--- config.mk ---
export PLATFORM = sky130hd
export DESIGN_NAME = cordic_iter_ctrl_flat
export DESIGN_NICKNAME = d
export VERILOG_FILES = /design/src/rtl/cordic_iter_ctrl_if.sv /design/src/rtl/cordic_iter_ctrl.sv /design/src/flat_wrapper.sv
export SDC_FILE = /design/constraint.sdc
export NUM_CORES = 1
export LEC_CHECK = 0
export BUFFER_PORTS_ARGS = -buffer_cell sky130_fd_sc_hd__clkbuf_2
export CAP_MARGIN = 20
export CORE_MARGIN = 4
export CORE_UTILIZATION = 63
export DETAILED_ROUTE_END_ITERATION = 10
export HOLD_SLACK_MARGIN = 0.02
export PLACE_DENSITY = 0.82
export SLEW_MARGIN = 20
export SYNTH_ARGS = -nofsm -noshare
export SYNTH_HDL_FRONTEND = slang
export SYNTH_SLANG_ARGS = --single-unit
--- constraint.sdc ---
create_clock -name clk_i -period 6.85 [get_ports clk_i]
set_input_delay 1.0275 -clock clk_i [delete_from_list [all_inputs] [get_ports clk_i]]
set_output_delay 1.0275 -clock clk_i [all_outputs]
set_load 0.005 [all_outputs]
--- src/rtl/cordic_iter_ctrl_if.sv ---
// Handshake bundle for the iterative CORDIC sine/cosine engine: angle in,
// cos/sin result out, with valid/ready flow control on both sides.
interface cordic_iter_ctrl_if #(
  parameter int N_FRAC = 15
);
  localparam int W = N_FRAC + 1;

  logic signed [W-1:0] angle_i;
  logic                valid_i;
  logic                ready_o;
  logic signed [W-1:0] cos_o;
  logic signed [W-1:0] sin_o;
  logic                valid_o;
  logic                ready_i;
  logic                busy_o;

  modport master (
    output angle_i, valid_i, ready_i,
    input  ready_o, cos_o, sin_o, valid_o, busy_o
  );

  modport slave (
    input  angle_i, valid_i, ready_i,
    output ready_o, cos_o, sin_o, valid_o, busy_o
  );
endinterface

--- src/rtl/cordic_iter_ctrl.sv ---
// Iterative rotation-mode CORDIC: one micro-rotation per clock, N_ITER steps,
// result held until the downstream side takes it.
module cordic_iter_ctrl #(
  parameter int N_FRAC         = 15,
  parameter int BW_SHIFT_VALUE = 4,
  parameter int N_ITER         = 14,
  parameter int X_INIT         = 19894
) (
  input  logic             clk_i,
  input  logic             rst_i,
  cordic_iter_ctrl_if.slave bus
);
  localparam int W = N_FRAC + 1;

  typedef enum logic [1:0] {S_IDLE, S_ROTATE, S_DONE} state_e;

  state_e                    state_q, state_d;
  logic signed [W-1:0]       x_q, x_d, y_q, y_d, z_q, z_d;
  logic signed [W-1:0]       cos_q, cos_d, sin_q, sin_d;
  logic [BW_SHIFT_VALUE-1:0] i_q, i_d;

  logic signed [W-1:0]       rot_x, rot_y, rot_z, atan_i;

  // atan(2^-i) table in Q1.15, rescaled to the configured fraction width.
  function automatic logic signed [W-1:0] atan_lut(input logic [BW_SHIFT_VALUE-1:0] idx);
    int base;
    int scaled;
    case (int'(idx))
      0:       base = 25736;
      1:       base = 15193;
      2:       base = 8027;
      3:       base = 4075;
      4:       base = 2045;
      5:       base = 1024;
      6:       base = 512;
      7:       base = 256;
      8:       base = 128;
      9:       base = 64;
      10:      base = 32;
      11:      base = 16;
      12:      base = 8;
      13:      base = 4;
      14:      base = 2;
      default: base = 0;
    endcase
    if (N_FRAC >= 15) scaled = base <<< (N_FRAC - 15);
    else              scaled = base >>> (15 - N_FRAC);
    return scaled[W-1:0];
  endfunction

  // One micro-rotation; the sign of the residual angle picks the direction.
  always_comb begin
    atan_i = atan_lut(i_q);
    if (z_q[W-1]) begin
      rot_x = x_q + (y_q >>> i_q);
      rot_y = y_q - (x_q >>> i_q);
      rot_z = z_q + atan_i;
    end else begin
      rot_x = x_q - (y_q >>> i_q);
      rot_y = y_q + (x_q >>> i_q);
      rot_z = z_q - atan_i;
    end
  end

  // NOTE: every variable written here gets a default first, so no path can
  // leave one unassigned and infer a latch.
  always_comb begin
    state_d = state_q;
    x_d     = x_q;
    y_d     = y_q;
    z_d     = z_q;
    i_d     = i_q;
    cos_d   = cos_q;
    sin_d   = sin_q;
    case (state_q)
      S_IDLE: begin
        if (bus.valid_i) begin
          x_d     = W'(X_INIT);
          y_d     = '0;
          z_d     = bus.angle_i;
          i_d     = '0;
          state_d = S_ROTATE;
        end
      end
      S_ROTATE: begin
        x_d = rot_x;
        y_d = rot_y;
        z_d = rot_z;
        i_d = i_q + BW_SHIFT_VALUE'(1);
        if (i_q == BW_SHIFT_VALUE'(N_ITER - 1)) begin
          cos_d   = rot_x;
          sin_d   = rot_y;
          state_d = S_DONE;
        end
      end
      S_DONE: begin
        if (bus.ready_i) state_d = S_IDLE;
      end
      default: state_d = S_IDLE;
    endcase
  end

  // NOTE: sequential state uses non-blocking assignments so every register
  // samples the pre-edge values of the others.
  always_ff @(posedge clk_i or negedge rst_i) begin
    if (!rst_i) begin
      state_q <= S_IDLE;
      x_q     <= '0;
      y_q     <= '0;
      z_q     <= '0;
      i_q     <= '0;
      cos_q   <= '0;
      sin_q   <= '0;
    end else begin
      state_q <= state_d;
      x_q     <= x_d;
      y_q     <= y_d;
      z_q     <= z_d;
      i_q     <= i_d;
      cos_q   <= cos_d;
      sin_q   <= sin_d;
    end
  end

  assign bus.ready_o = (state_q == S_IDLE);
  assign bus.busy_o  = (state_q != S_IDLE);
  assign bus.valid_o = (state_q == S_DONE);
  assign bus.cos_o   = cos_q;
  assign bus.sin_o   = sin_q;
endmodule
--- src/flat_wrapper.sv ---
// flat-port wrapper written by rule: the top's interface ports become plain ports
module cordic_iter_ctrl_flat 
#(
  parameter int N_FRAC         = 15,
  parameter int BW_SHIFT_VALUE = 4,
  parameter int N_ITER         = 14,
  parameter int X_INIT         = 19894
)
  (clk_i, rst_i, bus_angle_i, bus_valid_i, bus_ready_i, bus_ready_o, bus_cos_o, bus_sin_o, bus_valid_o, bus_busy_o);
  cordic_iter_ctrl_if #(.N_FRAC(N_FRAC)) bus_i ();
  input  logic clk_i;
  input  logic rst_i;
  input wire logic [$bits(bus_i.angle_i)-1:0] bus_angle_i;
  input wire logic [$bits(bus_i.valid_i)-1:0] bus_valid_i;
  input wire logic [$bits(bus_i.ready_i)-1:0] bus_ready_i;
  output wire logic [$bits(bus_i.ready_o)-1:0] bus_ready_o;
  output wire logic [$bits(bus_i.cos_o)-1:0] bus_cos_o;
  output wire logic [$bits(bus_i.sin_o)-1:0] bus_sin_o;
  output wire logic [$bits(bus_i.valid_o)-1:0] bus_valid_o;
  output wire logic [$bits(bus_i.busy_o)-1:0] bus_busy_o;
  assign bus_i.angle_i = bus_angle_i;
  assign bus_i.valid_i = bus_valid_i;
  assign bus_i.ready_i = bus_ready_i;
  assign bus_ready_o = bus_i.ready_o;
  assign bus_cos_o = bus_i.cos_o;
  assign bus_sin_o = bus_i.sin_o;
  assign bus_valid_o = bus_i.valid_o;
  assign bus_busy_o = bus_i.busy_o;
  cordic_iter_ctrl #(.N_FRAC(N_FRAC), .BW_SHIFT_VALUE(BW_SHIFT_VALUE), .N_ITER(N_ITER), .X_INIT(X_INIT)) u_core (.clk_i(clk_i), .rst_i(rst_i), .bus(bus_i));
endmodule
==> results.sh <==
export IMPL_synth_edf_count=0
export IMPL_reg2reg_to="u_core.y_q[15]$_DFFE_PN0P_"
export IMPL_syn_num_nets=1023
export IMPL_slew_headroom=0.505
export IMPL_rsz0062_at_grt="no"
export IMPL_drc=0
export IMPL_dieArea_mm2=0.0147
export IMPL_hold_path_startpoint="u_core.bus.sin_o[10]$_DFFE_PN0P_"
export IMPL_grt_overflow_total=0
export IMPL_avgViaCountPerCell=6.42
export IMPL_wl_met2_um=9990
export IMPL_async_flop_share=1.00
export IMPL_drt_initial_drc_count=710
export IMPL_core_area_mm2=0.0126
export IMPL_hold_path_class="reg2reg"
export IMPL_fin_crit_sh=0.828
export IMPL_cts_made_buffers=9
export IMPL_synth_area_mux_share=0.111
export IMPL_io_pins=55
export IMPL_grt_pass1_vias=6994
export IMPL_clock_latency_ns=0.35
export IMPL_status="finished, final reports clean"
export IMPL_io_buffer_count=54
export IMPL_yosys_area_share_simple=0.155
export IMPL_cts_hold_buffers=0
export IMPL_fin_util=0.694
export IMPL_wl_met3_um=1620
export IMPL_cts_resized=0
export IMPL_place_hpwl_um=15200
export IMPL_clock_path_buffers=2
export IMPL_hold_path_end="u_core.bus.sin_o[10]$_DFFE_PN0P_"
export IMPL_yosys_area_share_xor_xnor=0.0866
export IMPL_wl_um=21300
export IMPL_crit_type="reg2reg"
export IMPL_die_x_um=121
export IMPL_period_needed_ns=5.67
export IMPL_track_usage=0.303
export IMPL_cp_arrival_ns=5.89
export IMPL_clkTransAtPathRegs_ns=0.06
export IMPL_rows=41
export IMPL_setup_viol_count_final=0
export IMPL_cap_violations=0
export IMPL_required_ns=7.07
export IMPL_synthDominantCellAreaShare=0.266
export IMPL_ys_warn_count=0
export IMPL_synth_compound_area_frac=0.233
export IMPL_nFillCells=1034
export IMPL_syn_inst=937
export IMPL_drt_first_pass_iters=6
export IMPL_antenna_found_initial=0
export IMPL_drive_gt1_frac=0.144
export IMPL_yosysSeqAreaShare=0.266
export IMPL_regToRegStartpoint="u_core.i_q[0]$_DFFE_PN0P_"
export IMPL_nets=1046
export IMPL_ys_seq_elements=86
export IMPL_wl_per_cell_um=18.8
export IMPL_initial_core_util=0.642
export IMPL_yosysMostFrequentCell="nand2_1"
export IMPL_htree_levels=3
export IMPL_final_setup_skew_ns=0.00743
export IMPL_ff2ff_path_depth=20
export IMPL_min_path_cells=2
export IMPL_worstPathMaxFanout=32
export IMPL_diodes=0
export IMPL_synth_top_area_cell="dfrtp_1"
export IMPL_fmax_ghz=0.176
export IMPL_highest_signal_layer="met4"
export IMPL_worstSetupEndpointType="flip-flop"
export IMPL_cts_sinks=86
export IMPL_synth_cell_types=69
export IMPL_gp_congestion=0.970
export IMPL_postRouteAntennaNets=0
export IMPL_syn_area_mm2=0.00810
export IMPL_route_vias_total=7296
export IMPL_postCtsSetupRepairBufs=0
export IMPL_grt_max_degree=49
export IMPL_syn_area_per_cell_um2=8.65
export IMPL_synth_top_family_by_area="compound AO/OA/AOI/OAI gates"
export IMPL_cts_root_buf="clkbuf_16"
export IMPL_ff2ff_setup_slack_ns=1.18
export IMPL_drv_slew=0
export IMPL_yosys_top_cells_count="nand2_1, dfrtp_1, a21oi_1"
export IMPL_cts_tree="done"
export IMPL_hold_violations=0
export IMPL_fin_setup_tns_ns=0
export IMPL_startpoint_type="flip-flop"
export IMPL_dieHeight_um=121
export IMPL_ys_top_cells_by_area="dfrtp_1, ha_1, mux4_2, nand2_1, a21oi_1"
export IMPL_grt_pass1_wl_um=35900
export IMPL_synthFlopType="dfrtp_1"
export IMPL_syn_to_final_growth_pct=8.06
export IMPL_synth_fa_ha_area_frac=0.105
export IMPL_met1Wirelength_um=9010
export IMPL_tightest_slew_ns=0.742
cell usage in the layout, fill, tap and decap left out, types with 29 or more instances in the layout:
cell,n
o21ai_0,60
inv_1,29
a21oi_1,79
clkbuf_2,53
ha_1,63
nor2_1,59
xnor2_1,42
dfrtp_1,85
xor2_1,35
nand2_1,135
critical path, stage by stage (launching register included):
cell      delay (ns)
dfrtp_2         0.85
buf_4           0.39
mux4_2          0.60
mux2_2          0.31
o21ai_0         0.27
ha_1            0.26
nand4_1         0.12
nor2_1          0.19
and2_1          0.20
nand2b_1        0.10
a211o_1         0.30
a21oi_1         0.15
ha_1            0.29
and3_1          0.20
a31oi_1         0.16
nand2_1         0.07
a31oi_1         0.22
o21ai_0         0.27
xnor2_4         0.27
mux2i_1         0.22
o311ai_1        0.12
how the worst max path moves through the flow:
stage / from / to / slack [ns] / cells after the start
finish: u_core.i_q[0]$_DFFE_PN0P_ / u_core.y_q[15]$_DFFE_PN0P_ / 1.18 / 20
global route: u_core.i_q[0]$_DFFE_PN0P_ / u_core.y_q[15]$_DFFE_PN0P_ / 0.72 / 20
CTS: u_core.i_q[0]$_DFFE_PN0P_ / u_core.y_q[15]$_DFFE_PN0P_ / 1.22 / 20
detailed placement: u_core.i_q[0]$_DFFE_PN0P_ / u_core.y_q[15]$_DFFE_PN0P_ / 1.24 / 20
global placement: u_core.i_q[0]$_DFFE_PN0P_ / u_core.y_q[15]$_DFFE_PN0P_ / 1.42 / 20
floorplan: u_core.i_q[0]$_DFFE_PN0P_ / u_core.x_q[15]$_DFFE_PN0P_ / 2.04 / 20
layout make-up:
| type | instances | area (um2) | area share |
|---|---|---|---|
| clock buffers | 14 | 264 | 0.0301 |
| multi-input cells | 765 | 5610 | 0.640 |
| clock inverters | 1 | 30.0 | 0.00343 |
| repair buffers | 67 | 370 | 0.0423 |
| inverters | 31 | 116 | 0.0133 |
| flip-flops and latches | 86 | 2150 | 0.246 |
| well taps | 172 | 215 | 0.0246 |
registers in the layout, indices dropped and copies added, names as in the netlist:
register and flops:
u_core.x_q 16, u_core.z_q 16, u_core.i_q 4, u_core.bus.sin_o 16
u_core.y_q 16, u_core.bus.cos_o 16, u_core.state_q 2
routing by layer:
metal / vias to the layer above / GRT usage
met1: 3465 / 0.411
met4: 0 / 0.105
met2: 335 / 0.488
li1: 3443 / -
met5: - / 0
met3: 53 / 0.0573
through the flow:
| stage | instances | hold WS, ns | area [um2] | worst slack (ns) |
|---|---|---|---|---|
| after floorplan | 937 | 0.456 | 8100 | 2.04 |
| after global placement | 1121 | 0.458 | 8460 | 1.42 |
| after detailed placement | 1121 | 0.461 | 8460 | 1.24 |
| after CTS | 1136 | 0.479 | 8760 | 1.22 |
| after global routing | 1136 | 0.487 | 8760 | 0.725 |
| final | 1136 | 0.474 | 8760 | 1.18 |
cell families (layout without fill, tap and decap cells):
| logic type | Yosys count | count (layout) |
|---|---|---|
| AND/OR/NAND/NOR | 281 | 281 |
| flip-flops | 86 | 86 |
| multiplexers | 53 | 53 |
| buffers and inverters | 86 | 113 |
| adder cells (fa/ha/maj) | 66 | 66 |
| XOR/XNOR | 78 | 78 |
| AO/OA/AOI/OAI | 287 | 287 |
Power is not shown: default switching activity piles up to over one toggle a cycle in this logic, so the estimate is an artifact.
